[config.mk]
export PLATFORM = sky130hd
export DESIGN_NAME = meas_frontend_flat
export DESIGN_NICKNAME = d
export VERILOG_FILES = /design/src/rtl/kf_pkg.sv /design/src/rtl/meas_frontend_if.sv /design/src/rtl/meas_accum.sv /design/src/rtl/meas_frontend.sv /design/src/flat_wrapper.sv
export SDC_FILE = /design/constraint.sdc
export NUM_CORES = 1
export LEC_CHECK = 0
export BUFFER_PORTS_ARGS = -buffer_cell sky130_fd_sc_hd__clkbuf_2
export CORE_UTILIZATION = 30
export CTS_BUF_LIST = sky130_fd_sc_hd__clkbuf_4
export DETAILED_ROUTE_END_ITERATION = 16
export HOLD_SLACK_MARGIN = 0.15
export PLACE_DENSITY = 0.47
export SLEW_MARGIN = 20
export SYNTH_ARGS = -nofsm -noshare
export SYNTH_HDL_FRONTEND = slang
export SYNTH_SLANG_ARGS = --single-unit
[constraint.sdc]
create_clock -name clk -period 6.3 [get_ports clk]
set_clock_uncertainty 0.15 [all_clocks]
set_input_delay 0 -clock clk [delete_from_list [all_inputs] [get_ports clk]]
set_output_delay 0 -clock clk [all_outputs]
set_load 0.02 [all_outputs]
[src/rtl/kf_pkg.sv]
// kf_pkg: constants, frontend FSM state type and fixed-point helpers shared by
// meas_frontend and kalman_filter.
package kf_pkg;

    localparam int STATE_BITS = 16;
    localparam int STATE_Q    = 15;

    typedef enum logic {
        ST_CAL = 1'b0,
        ST_RUN = 1'b1
    } fe_state_t;

    // Arithmetic right shift by sh with rounding half away from zero.
    function automatic logic signed [31:0] round_shr(input logic signed [31:0] x,
                                                     input int unsigned sh);
        logic signed [31:0] half;
        if (sh == 0) return x;
        half = 32'sd1 <<< (sh - 1);
        if (x >= 0) return (x + half) >>> sh;
        return -((-x + half) >>> sh);
    endfunction

    // Clamp x into the signed range of a bits-wide two's complement value.
    function automatic logic signed [31:0] saturate(input logic signed [31:0] x,
                                                    input int unsigned bits);
        logic signed [31:0] hi;
        logic signed [31:0] lo;
        hi = (32'sd1 <<< (bits - 1)) - 32'sd1;
        lo = -hi - 32'sd1;
        if (x > hi) return hi;
        if (x < lo) return lo;
        return x;
    endfunction

endpackage

[src/rtl/meas_frontend_if.sv]
// meas_frontend_if: raw sample stream in, measurement stream out.
// The master side produces raw samples and consumes measurements.
interface meas_frontend_if #(
    parameter int RAW_BITS   = 12,
    parameter int STATE_BITS = 16
);
    logic [RAW_BITS-1:0]   raw_in;
    logic                  raw_valid;
    logic                  raw_ready;
    logic [STATE_BITS-1:0] z_out;
    logic                  z_valid;
    logic                  z_ready;

    modport master (
        output raw_in, raw_valid, z_ready,
        input  raw_ready, z_out, z_valid
    );

    modport slave (
        input  raw_in, raw_valid, z_ready,
        output raw_ready, z_out, z_valid
    );
endinterface

[src/rtl/meas_accum.sv]
// meas_accum: signed accumulator plus accepted-sample counter.
// clr wins over load; load adds addend and bumps the counter.
module meas_accum #(
    parameter int ACC_W = 17,
    parameter int CNT_W = 5
) (
    input  logic                    clk,
    input  logic                    rst_n,
    input  logic                    clr,
    input  logic                    load,
    input  logic signed [ACC_W-1:0] addend,
    output logic signed [ACC_W-1:0] sum_next,
    output logic [CNT_W-1:0]        cnt
);
    logic signed [ACC_W-1:0] sum;

    assign sum_next = sum + addend;

    // Accumulator and counter registers.
    // NOTE: state is written with <= so every flop samples pre-edge values.
    always_ff @(posedge clk or negedge rst_n) begin
        if (!rst_n) begin
            sum <= '0;
            cnt <= '0;
        end else if (clr) begin
            sum <= '0;
            cnt <= '0;
        end else if (load) begin
            sum <= sum_next;
            cnt <= cnt + 1'b1;
        end
    end
endmodule

[src/rtl/meas_frontend.sv]
// meas_frontend: offset-binary sensor samples -> offset removal -> averaging
// decimation -> saturated signed Q15 measurement stream.
// Optional feature macro MEAS_OFFSET_CAL_EN: offset calibration (CAL state,
// recal, cal_done). Without it the offset is fixed at mid-scale.
module meas_frontend #(
    parameter int RAW_BITS   = 12,
    parameter int STATE_BITS = kf_pkg::STATE_BITS,
    parameter int STATE_Q    = kf_pkg::STATE_Q,
    parameter int DEC_LOG2   = 2,
    parameter int CAL_LOG2   = 4
) (
    input  logic           clk,
    input  logic           rst_n,
    meas_frontend_if.slave bus,
    input  logic           recal,
    output logic           cal_done,
    output logic           sat_flag
);
    import kf_pkg::*;

    localparam int SHIFT = STATE_BITS - RAW_BITS;
    localparam int CAL_W = RAW_BITS + CAL_LOG2;
    localparam int RUN_W = RAW_BITS + 1 + DEC_LOG2;
    // One spare bit so the unsigned CAL sum stays positive in a signed register.
    localparam int ACC_W = ((CAL_W > RUN_W) ? CAL_W : RUN_W) + 1;
    localparam int CNT_W = ((CAL_LOG2 > DEC_LOG2) ? CAL_LOG2 : DEC_LOG2) + 1;
    localparam logic [CNT_W-1:0]    CAL_LAST = CNT_W'((1 << CAL_LOG2) - 1);
    localparam logic [CNT_W-1:0]    DEC_LAST = CNT_W'((1 << DEC_LOG2) - 1);
    localparam logic [RAW_BITS-1:0] MID      = {1'b1, {(RAW_BITS-1){1'b0}}};
`ifdef MEAS_OFFSET_CAL_EN
    localparam fe_state_t RESET_STATE = ST_CAL;
`else
    localparam fe_state_t RESET_STATE = ST_RUN;
`endif

    // Output format is Q(STATE_BITS-1); anything else is a configuration error.
    if (STATE_Q != STATE_BITS - 1) begin : g_q_check
        $error("meas_frontend: STATE_Q must equal STATE_BITS-1");
    end

    fe_state_t state;
    fe_state_t state_next;

    logic                    accept;
    logic                    acc_clr;
    logic                    acc_load;
    logic                    grp_done;
    logic                    clip;
    logic signed [ACC_W-1:0] addend;
    logic signed [ACC_W-1:0] sum_next;
    logic [CNT_W-1:0]        cnt;
    logic [RAW_BITS-1:0]     offset;
    logic signed [RAW_BITS:0] diff;
    logic signed [31:0]      scaled;
    logic signed [31:0]      rounded;
    logic signed [31:0]      clipped;
    logic [STATE_BITS-1:0]   z_q;
    logic                    z_valid_q;

    assign bus.raw_ready = (!z_valid_q || bus.z_ready) && !recal;
    assign bus.z_out     = z_q;
    assign bus.z_valid   = z_valid_q;
    assign accept        = bus.raw_valid && bus.raw_ready;

    assign diff    = $signed({1'b0, bus.raw_in}) - $signed({1'b0, offset});
    assign scaled  = {{(32-ACC_W){sum_next[ACC_W-1]}}, sum_next} <<< SHIFT;
    assign rounded = round_shr(scaled, DEC_LOG2);
    assign clipped = saturate(rounded, STATE_BITS);
    assign clip    = (clipped != rounded);

    meas_accum #(.ACC_W(ACC_W), .CNT_W(CNT_W)) u_accum (
        .clk      (clk),
        .rst_n    (rst_n),
        .clr      (acc_clr),
        .load     (acc_load),
        .addend   (addend),
        .sum_next (sum_next),
        .cnt      (cnt)
    );

`ifdef MEAS_OFFSET_CAL_EN
    localparam logic [ACC_W-1:0] CAL_HALF = ACC_W'((1 << CAL_LOG2) >> 1);
    logic [ACC_W-1:0] cal_rounded;
    assign cal_rounded = $unsigned(sum_next) + CAL_HALF;

    // Latch the rounded calibration mean on the sample that ends calibration.
    always_ff @(posedge clk or negedge rst_n) begin
        if (!rst_n) begin
            offset <= MID;
        end else if (state == ST_CAL && state_next == ST_RUN) begin
            offset <= RAW_BITS'(cal_rounded >> CAL_LOG2);
        end
    end
`else
    assign offset = MID;
`endif

    // FSM state register.
    always_ff @(posedge clk or negedge rst_n) begin
        if (!rst_n) state <= RESET_STATE;
        else        state <= state_next;
    end

    // Next state and accumulator control.
    always_comb begin
        // NOTE: every output gets a default first so no path infers a latch.
        state_next = state;
        acc_clr    = 1'b0;
        acc_load   = 1'b0;
        grp_done   = 1'b0;
        addend     = '0;
        case (state)
            ST_CAL: begin
                addend = $signed({{(ACC_W-RAW_BITS){1'b0}}, bus.raw_in});
                if (accept) begin
                    acc_load = 1'b1;
                    if (cnt == CAL_LAST) begin
                        acc_clr    = 1'b1;
                        state_next = ST_RUN;
                    end
                end
            end
            ST_RUN: begin
                addend = {{(ACC_W-RAW_BITS-1){diff[RAW_BITS]}}, diff};
                if (accept) begin
                    acc_load = 1'b1;
                    if (cnt == DEC_LAST) begin
                        acc_clr  = 1'b1;
                        grp_done = 1'b1;
                    end
                end
            end
            default: state_next = RESET_STATE;
        endcase
`ifdef MEAS_OFFSET_CAL_EN
        // recal drops any partial work; raw_ready is low so nothing is accepted.
        if (recal) begin
            state_next = ST_CAL;
            acc_clr    = 1'b1;
            acc_load   = 1'b0;
            grp_done   = 1'b0;
        end
`endif
    end

    // Output register, handshake, sticky saturation flag and cal_done.
    always_ff @(posedge clk or negedge rst_n) begin
        if (!rst_n) begin
            z_q       <= '0;
            z_valid_q <= 1'b0;
            sat_flag  <= 1'b0;
            cal_done  <= 1'b0;
        end else begin
            if (grp_done) begin
                z_q       <= clipped[STATE_BITS-1:0];
                z_valid_q <= 1'b1;
            end else if (bus.z_ready) begin
                z_valid_q <= 1'b0;
            end
            if (recal)                 sat_flag <= 1'b0;
            else if (grp_done && clip) sat_flag <= 1'b1;
            cal_done <= (state_next == ST_RUN);
        end
    end
endmodule

[src/flat_wrapper.sv]
// flat-port wrapper written by rule: the top's interface ports become plain ports
module meas_frontend_flat import kf_pkg::*;
#(
    parameter int RAW_BITS   = 12,
    parameter int STATE_BITS = kf_pkg::STATE_BITS,
    parameter int STATE_Q    = kf_pkg::STATE_Q,
    parameter int DEC_LOG2   = 2,
    parameter int CAL_LOG2   = 4
)
  (clk, rst_n, recal, cal_done, sat_flag, bus_raw_in, bus_raw_valid, bus_z_ready, bus_raw_ready, bus_z_out, bus_z_valid);
  meas_frontend_if #(.RAW_BITS(RAW_BITS), .STATE_BITS(STATE_BITS)) bus_i ();
  input  logic clk;
  input  logic rst_n;
  input  logic recal;
  output logic cal_done;
  output logic sat_flag;
  input wire logic [$bits(bus_i.raw_in)-1:0] bus_raw_in;
  input wire logic [$bits(bus_i.raw_valid)-1:0] bus_raw_valid;
  input wire logic [$bits(bus_i.z_ready)-1:0] bus_z_ready;
  output wire logic [$bits(bus_i.raw_ready)-1:0] bus_raw_ready;
  output wire logic [$bits(bus_i.z_out)-1:0] bus_z_out;
  output wire logic [$bits(bus_i.z_valid)-1:0] bus_z_valid;
  assign bus_i.raw_in = bus_raw_in;
  assign bus_i.raw_valid = bus_raw_valid;
  assign bus_i.z_ready = bus_z_ready;
  assign bus_raw_ready = bus_i.raw_ready;
  assign bus_z_out = bus_i.z_out;
  assign bus_z_valid = bus_i.z_valid;
  meas_frontend #(.RAW_BITS(RAW_BITS), .STATE_BITS(STATE_BITS), .STATE_Q(STATE_Q), .DEC_LOG2(DEC_LOG2), .CAL_LOG2(CAL_LOG2)) u_core (.clk(clk), .rst_n(rst_n), .bus(bus_i), .recal(recal), .cal_done(cal_done), .sat_flag(sat_flag));
endmodule
* Yosys cells after proc, flatten, opt, wreduce, memory -nomap -nowiden
Cells that the tools add are included.
Storage, ports and cells: memory bits (writable) 0, word-level logic and storage cells 57, memory bits (read-only) 0, memories 0, register bits 42, output and inout bits 20, bits in latches 0
Operators by class: shift-type cells 0, div/mod/pow operators 0, order comparisons 3, add/subtract/negate cells 7, bitwise logic cells 1, reduce and logical (&&, ||, !) cells 9, equality and inequality tests 3, multipliers 0, multiplexer cells 27
Operators with widths (count):
- 2-to-1 mux 32 bit | 6
- 2-to-1 mux 17 bit | 2
- case mux 17 bit (2 select lines) | 1
- adder 32 x 3 -> 32 bit, second input constant | 1
- greater-than comparator 32 x 16 -> 1 bit, second input constant | 1
- < comparator 32 x 16 -> 1 bit, second input constant | 1
- inequality test 32 bit | 1
- negation 21 -> 32 bit | 1
- negation 30 -> 32 bit | 1
- adder 21 x 3 -> 22 bit, second input constant | 1
- greater-or-equal comparator 21 x 1 -> 1 bit, second input constant | 1
- adder 17 bit | 1
- 2-to-1 mux 1 bit | 15
- subtractor 12 x 12 -> 13 bit, second input constant | 1
- 2-to-1 mux 5 bit | 2
- nonzero test 2 bit | 3
- adder 5 x 1 -> 5 bit, second input constant | 1
- == test 5 x 2 -> 1 bit, second input constant | 1
- == test 5 x 4 -> 1 bit, second input constant | 1
- logical AND 1 bit | 3
- zero test 1 bit | 2
- case mux 1 bit (2 select lines) | 1
- logical OR 1 bit | 1
- inverter 1 bit | 1

* Longest topological paths before layout
Gate-level depths: netlist (run 1).
word-level depth 16, mapped depth 21

* By module
A second synthesis (run 1) with hierarchy kept.
Second synthesis, totals: cells, all modules 477, area total of the unflattened synthesis 4006.3 um^2
By module, submodules not included:
- meas_frontend | cells an instance 250, sequential area each 476.7 um^2, instances 1, area an instance 2044.5 um^2
- meas_accum | cells an instance 227, sequential area each 550.5 um^2, instances 1, area an instance 1961.9 um^2

* Worst setup path after synthesis (run 1)
Ideal clock, no wire load.
path type reg-to-reg, from register u_core.u_accum.sum[0], to register u_core.z_q[10] (netlist: u_core.bus.z_out[10]), clock period less this slack 5460 ps, path slack 840 ps, data required time 6029 ps, cell stages (with the launch flop) 18, arrival 5189 ps, cells stage by stage dfrtp_1 ha_1 fa_1 a211o_1 a21o_1 a221oi_2 nand2_1 or2_1 or4_1 or4_1 a211oi_1 xnor2_1 o21bai_1 or4b_4 ha_1 clkbuf_1 o21ai_0 o22a_1
Between the ends: longest elaborated chain between the ends 10, elaborated cells between the ends (all ways) 17
Ends and longest elaborated chain:
- start: declaration | RTL line meas_accum.sv:15 | logic signed [ACC_W-1:0] sum;
- start signal: assignment | RTL line meas_accum.sv:29 | sum <= sum_next;
- adder 17 bit * | RTL line meas_accum.sv:17 | assign sum_next = sum + addend;
- negation 21 -> 32 bit | RTL line kf_pkg.sv:20 | return -((-x + half) >>> sh);
- adder 32 x 3 -> 32 bit | RTL line kf_pkg.sv:20
- negation 30 -> 32 bit | RTL line kf_pkg.sv:20
- 2-to-1 mux 32 bit * | RTL line kf_pkg.sv:20
- < comparator 32 x 16 -> 1 bit | RTL line kf_pkg.sv:31 | if (x < lo) return lo;
- 2-to-1 mux 1 bit (2 in a row) | RTL line kf_pkg.sv:31
- 2-to-1 mux 32 bit | RTL line kf_pkg.sv:32 | return x;
- 2-to-1 mux 32 bit * | RTL line kf_pkg.sv:31
- end signal: assignment | RTL line meas_frontend.sv:155 | z_q <= clipped[STATE_BITS-1:0];
- end: declaration | RTL line meas_frontend.sv:57 | logic [STATE_BITS-1:0] z_q;
Mark *: on every way between the ends. The rest lies on a longest branch, timed or not. The select of a mux whose other input is x is not followed. A chain may end at the register's enable or synchronous reset.

* Worst setup path in the final report (run 1)
from register u_core.u_accum.sum[0], to register u_core.z_q[5] (netlist: u_core.bus.z_out[5])
The elaborated chain is that of the path after synthesis.

==> impl_metrics.yaml, run 1 <==
routing:
  drc: 0
  routed_wl_mm: 10.4
  drt.antenna.violating_nets: 0
  vias: 3588
  routedWlPerCell_um: 15.9
  via_per_inst: 5.47
  first_pass_iters: 5
  first_iter_violations: 177
worst_setup_path:
  end_kind: "register"
  crit_type: "register to register"
  ff2ff_setup_slack_ns: 0.44
  timing.rr.start: "u_core.u_accum.sum[0]"
  rr_endpoint: "u_core.bus.z_out[5]"
  required_ns: 6.46
  crit_path_max_fanout: 8
  arrival_ns: 6.02
  ff2ff_path_depth: 16
  worstSetupStartpointType: "register"
layout:
  post-route-util_pct: 35.3
  finalNonFillerCells: 656
  n_antenna_cell: 0
  regArea_um2: 1030
  multi_input_area_um2: 2570
  final_area_um2: 4260
  nets: 525
  area_delta_synth_final_pct: 14.6
  n_fill_cell: 1273
  drive_gt1_share_pct: 15.6
logic_synthesis:
  yosysWarnings: 0
  ys_seq_elements: 41
  synth_adder_area_share_pct: 7.27
  yosysSeqAreaShare_pct: 27.6
  synthXorXnorAreaFrac_pct: 7.30
  synth_top_area_share_pct: 26.9
  synthTopCellsByArea: "dfrtp_1, ha_1, xnor2_1"
  synth_edf_count: 0
  synthFlopType: "dfrtp_1"
  ys_async_sr_fraction_pct: 100
  synth_compound_area_share_pct: 28.6
  synthCells: 450
  synthMuxAreaShare_pct: 1.11
  yosys.area_share.simple_pct: 24.4
  syn-cell-area_um2: 3720
  synth_top_family_by_area: "compound AO/OA/AOI/OAI gates"
  syn-num-nets: 488
  yosys.area.top_type: "dfrtp_1"
  postSynthAreaPerCell_um2: 8.27
  ys_types: 73
grt:
  grt_pass1_wl_mm: 17.6
  grt_antenna_before_repair: 0
  overflow: 0
  grt_pass1_vias: 3571
  grt_usage_pct: 17.3
  grt_max_degree: 42
min_path:
  hold_depth: 5
  hold_path_class: "input pin to register"
  holdPathEnd: "u_core.bus.z_out[5]"
  holdCritStartpoint: "bus_raw_in[3]"
run_status:
  status: "complete, no violations"
placement:
  dpl_cell_area_um2: 4090
  dp_hpwl_mm: 7.95
  port_buffers: 36
  placed_cells: 640
  routabilityCongestion: 0.831
clock_tree:
  cts_root_buffer: "clkbuf_4"
  cts_sinks: 41
  clk_pin_slew_ns: 0.13
  clk_path_buf_depth: 2
  post_cts_buffers: 0
  cts-buffers-inserted: 5
  htree_num_levels: 2
  insertion_delay_ns: 0.39
  cts_tree: "built"
timing:
  setup_violations: 0
  tns_ns: 0
  rsz0062_at_grt: "no"
  finalCriticalPeriod_ns: 5.86
  fin_crit_sh_pct: 93.0
  slew_viol_final: 0
  max_slew_margin_pct: 33.5
  worst_pin_slew_ns: 0.998
  hold_violations: 0
  fmax_mhz: 171
  whs_ns: 0.263
flow_run:
  max_cap_viol_count: 0
floorplan:
  die-area_um2: 12800
  core_area_um2: 12100
  initial_core_util_pct: 30.8
  ios: 37
  fp.dieH_um: 113
  die_w_um: 113
  row_count: 40
power_and_ir_drop:
  leakagePower_uw: 0.00181
  powerDensity_nw_per_um2: 521
  ir_drop_uv: 194
area by class of cell:
| type | count | share of cell area (%) |
|---|---|---|
| Multi-Input combinational cell | 375 | 60.4 |
| Sequential cell | 41 | 24.1 |
| Timing Repair Buffer | 54 | 7.87 |
| Tap cell | 168 | 4.93 |
| Clock inverter | 3 | 0.969 |
| Clock buffer | 5 | 0.881 |
| Inverter | 10 | 0.881 |
routing by layer:
| metal | vias up | global-route usage [%] | share of wire (%) |
|---|---|---|---|
| li1 | 1779 | - | - |
| met1 | 1741 | 22.3 | 48 |
| met2 | 58 | 30.0 | 49 |
| met3 | 10 | 2.89 | 2.6 |
| met4 | 0 | 3.95 | 1.1 |
| met5 | - | 0 | 0 |
synthesized netlist by cell type (7+ instances only):
cell type / n
nor2_1: 32
a21o_1: 13
and3_1: 11
ha_1: 20
xnor2_1: 21
nand2b_1: 10
nand3_1: 14
clkbuf_1: 20
o22a_1: 9
or3_1: 7
o211ai_1: 8
nor3_1: 12
inv_1: 9
o21ai_0: 35
xor2_1: 10
a22o_1: 10
dfrtp_1: 40
a21oi_1: 18
nand2_1: 38
o22ai_1: 9
a211oi_1: 7
worst max-delay path by stage:
stage | from | endpoint | cells past startpoint
floorplan | u_core.u_accum.sum[0] | u_core.bus.z_out[10] | 17
global placement | u_core.u_accum.sum[0] | u_core.bus.z_out[5] | 16
detailed placement | u_core.u_accum.sum[0] | u_core.bus.z_out[5] | 16
CTS | u_core.u_accum.sum[0] | u_core.bus.z_out[5] | 16
global route | u_core.u_accum.sum[0] | u_core.bus.z_out[11] | 17
finish | u_core.u_accum.sum[0] | u_core.bus.z_out[5] | 16
where the power goes:
| group | internal (uW) | leakage [uW] | switching (uW) | total (uW) |
|---|---|---|---|---|
| Sequential | 333 | 0.000533 | 64.5 | 398 |
| Combinational | 608 | 0.00124 | 1030 | 1640 |
| Clock | 82.1 | 0.0000389 | 102 | 184 |
| Total | 1020 | 0.00181 | 1200 | 2220 |
kinds of logic after synthesis:
family | after synthesis
simple gates | 167
compound gates | 152
flops | 41
buf+inv | 34
xor+xnor | 31
fa+ha+maj | 21
mux | 4
worst max-delay path: stages (launching register included):
cell      delay [ns]
dfrtp_1         0.41
ha_1            0.22
fa_1            0.44
a211o_1         0.34
a21o_1          0.23
a221oi_4        0.44
nand2_1         0.25
or2_1           0.31
or4_1           0.53
or4_1           0.44
a211oi_1        0.30
xnor2_1         0.16
o21bai_1        0.08
or4b_4          0.53
ha_1            0.39
or3_1           0.41
a31oi_1         0.16
flip-flops by register name (all words and copies together), names as in the netlist:
signal              flops
u_core.u_accum.sum     17
u_core.bus.z_out       15
u_core.u_accum.cnt      5
u_core.bus.z_valid      1
u_core.cal_done         1
u_core.sat_flag         1
u_core.state            1
repair_timing:
action	in CTS	in global routing
hold buffers	8	0
resized for setup	0	1
hold endpoints to repair	54	0
endpoints found under the setup margin	0	8
cell usage in the layout, fill, tap and decap left out, types with 10 or more instances in the layout:
| cell type | count |
|---|---|
| buf_4 | 10 |
| a21oi_1 | 18 |
| ha_1 | 20 |
| o21ai_0 | 35 |
| xnor2_1 | 21 |
| a21o_1 | 13 |
| nand2_1 | 38 |
| dfrtp_1 | 40 |
| clkbuf_2 | 36 |
| nand3_1 | 14 |
| nor3_1 | 11 |
| xor2_1 | 10 |
| nand2b_1 | 10 |
| nor2_1 | 32 |
| and3_1 | 11 |
| a22o_1 | 10 |
per-stage QoR:
stage                     power (uW)  worst slack (ns)
after floorplan                 1590             0.840
after global placement          2030             0.490
after detailed placement        2030             0.353
after CTS                       2230             0.303
after global routing            2440            0.0736
final                           2220             0.442
No activity file was read; power rests on OpenSTA's default activity.
==> inputs of run 2 (changes only) <==
--- a/config.mk
+++ b/config.mk
@@ -7,9 +7,9 @@
 export LEC_CHECK = 0
 export BUFFER_PORTS_ARGS = -buffer_cell sky130_fd_sc_hd__clkbuf_2
-export CORE_UTILIZATION = 30
+export CORE_UTILIZATION = 55
 export CTS_BUF_LIST = sky130_fd_sc_hd__clkbuf_4
 export DETAILED_ROUTE_END_ITERATION = 16
 export HOLD_SLACK_MARGIN = 0.15
-export PLACE_DENSITY = 0.47
+export PLACE_DENSITY = 0.76
 export SLEW_MARGIN = 20
 export SYNTH_ARGS = -nofsm -noshare
--- a/constraint.sdc
+++ b/constraint.sdc
@@ -3,3 +3,3 @@
 set_input_delay 0 -clock clk [delete_from_list [all_inputs] [get_ports clk]]
 set_output_delay 0 -clock clk [all_outputs]
-set_load 0.02 [all_outputs]
+set_load 0.01 [all_outputs]
==> run 2 against run 1 <==
Compared with the run above: the flow now finishes with violations (DRC); hold slack got worse by 0.078 ns; total power shrank 2.9%; die area fell by 45%; combinational power hardly changed; maximum frequency shrank 3.8%; core utilization increased by 29 points; critical path depth unchanged; design area decreased by 3.8%; via count increased by 2.8%; sequential cell count unchanged.
==> impl_metrics.yaml, run 2 (synthesis gave the netlist of run 1 again) <==
run_status:
  status: "complete, but fails checks"
  violations: "DRC"
worst_setup_path:
  ff2ff_setup_slack_ns: 0.21
  arrival_ns: 6.21
  end_kind: "register"
  path_delay_family: "simple AND/OR/NAND/NOR gates"
  cp_cell_sequence: "ha_1 -> fa_1 -> a211o_1 -> a21o_1 -> a221oi_4 -> nand2_1 -> or2_1 -> or4_1 -> or4_1 -> a211oi_1 -> xnor2_1 -> o21bai_1 -> or4b_4 -> ha_1 -> or3_1 -> a31oi_1"
  crit_path_max_fanout: 15
  slowest_stage: "or4_1"
  max_stage_delay_ns: 0.55
  crit_type: "register to register"
  path_buf_inv: 0
  required_ns: 6.42
  worstSetupStartpointType: "register"
  path_depth: 16
  crit_start: "u_core.u_accum.sum[0]"
  timing.rr.start: "u_core.u_accum.sum[0]"
  crit_end: "u_core.bus.z_out[5]"
  ff2ff_path_depth: 16
  rr_endpoint: "u_core.bus.z_out[5]"
timing:
  fmax_mhz: 164
  finalCriticalPeriod_ns: 6.09
  hold_violations: 0
  setup_violations: 0
  slew_viol_final: 0
  fin_crit_sh_pct: 96.7
  max_slew_margin_pct: 34.9
  worst_pin_slew_ns: 0.977
clock_tree:
  clk_pin_slew_ns: 0.12
  cts-buffers-inserted: 5
  htree_num_levels: 2
  clk_path_buf_depth: 2
  cts_root_buffer: "clkbuf_4"
  cts_sinks: 41
  cts_tree: "built"
  insertion_delay_ns: 0.35
routing:
  first_pass_iters: 11
  vias: 3688
  met3_length_um: 317
  routed_wl_mm: 9.62
  top_layer: "met4"
  drt.antenna.violating_nets: 0
  routedWlPerCell_um: 17.1
  first_iter_violations: 272
  wl_met2_mm: 4.70
  drc: 3
  wl_met1_mm: 4.43
  via_per_inst: 6.57
placement:
  port_buffers: 36
  routabilityCongestion: 0.885
  dpl_cell_area_um2: 3950
  dp_hpwl_mm: 7.01
layout:
  largest_register_ffs: 17
  nets: 522
  final_common_cell: "dfrtp_1"
  top_register: "u_core.u_accum.sum"
  drive_gt1_share_pct: 15.7
  final_area_um2: 4100
  area_delta_synth_final_pct: 10.3
  n_antenna_cell: 0
  n_fill_cell: 593
  layout_common_cells: "dfrtp_1, nand2_1, o21ai_0, clkbuf_2, nor2_1"
  post-route-util_pct: 63.9
floorplan:
  die-area_um2: 7100
  ios: 37
  core_area_um2: 6420
  row_count: 29
  initial_core_util_pct: 57.9
  die_w_um: 84.2
  fp.dieH_um: 84.2
grt:
  grt_pass1_vias: 3429
  grt_pass1_wl_mm: 16.0
  overflow: 0
  grt_antenna_before_repair: 0
  grt_usage_pct: 27.7
  grt_max_degree: 42
power_and_ir_drop:
  leakagePower_uw: 0.00179
  ir_drop_uv: 344
  powerDensity_nw_per_um2: 526
flow_run:
  max_cap_viol_count: 0
min_path:
  hold_path_class: "input pin to asynchronous set/reset pin"
run 2: worst register-to-register path, stage by stage (launching register included):
cell      delay, ns
dfrtp_1        0.40
ha_1           0.23
fa_1           0.44
a211o_1        0.34
a21o_1         0.23
a221oi_4       0.44
nand2_1        0.24
or2_1          0.32
or4_1          0.55
or4_1          0.47
a211oi_1       0.35
xnor2_1        0.16
o21bai_1       0.08
or4b_4         0.54
ha_1           0.46
or3_1          0.43
a31oi_1        0.17
run 2: cell type report:
| type | instances | area [um2] | area share [%] |
|---|---|---|---|
| timing repair buffer | 51 | 308 | 7.50 |
| multi-input combinational | 375 | 2580 | 63.0 |
| clock buffer | 5 | 37.5 | 0.915 |
| sequential | 41 | 1030 | 25.0 |
| clock inverter | 2 | 11.3 | 0.274 |
| tap | 77 | 96.3 | 2.35 |
| inverter | 10 | 37.5 | 0.915 |
run 2: worst min-delay path by stage:
stage                             start                endpoint
after floorplan                   rst_n    u_core.bus.z_out[10]
after global placement            rst_n  u_core.u_accum.sum[15]
after detailed placement          rst_n  u_core.u_accum.sum[15]
after CTS                 bus_raw_in[2]   u_core.u_accum.sum[2]
after global routing      bus_raw_in[2]   u_core.u_accum.sum[2]
final                             rst_n  u_core.u_accum.sum[15]
run 2: power breakdown:
part | total (uW) | switching, uW | leakage, uW | internal, uW
Clock | 127 | 87.0 | 0.0000247 | 40.2
Combinational | 1630 | 1020 | 0.00123 | 616
Sequential | 398 | 64.6 | 0.000533 | 334
Total | 2160 | 1170 | 0.00179 | 989
run 2: through the flow:
step                hold slack, ns  TNS (ns)  cells  power, uW  worst slack, ns
finish                       0.184         0    561       2160            0.209
global route                 0.223   -0.0868    561       2350          -0.0868
CTS                          0.208         0    559       2100            0.217
detailed placement          0.0842         0    546       1950            0.266
global placement            0.0820         0    546       1930            0.470
floorplan                   -0.446         0    450       1590            0.840
run 2: what timing repair did:
action | in CTS | in global routing
endpoints found under the hold margin | 53 | 0
buffers inserted | 0 | 2
hold buffers | 6 | 0
setup endpoints to repair | 0 | 2
resized for setup | 0 | 3
run 2: metal layers:
metal / global-route usage, % / up-vias
met4: 7.68 / 0
met5: 0 / -
li1: - / 1776
met1: 36.8 / 1786
met3: 2.95 / 20
met2: 47.8 / 106
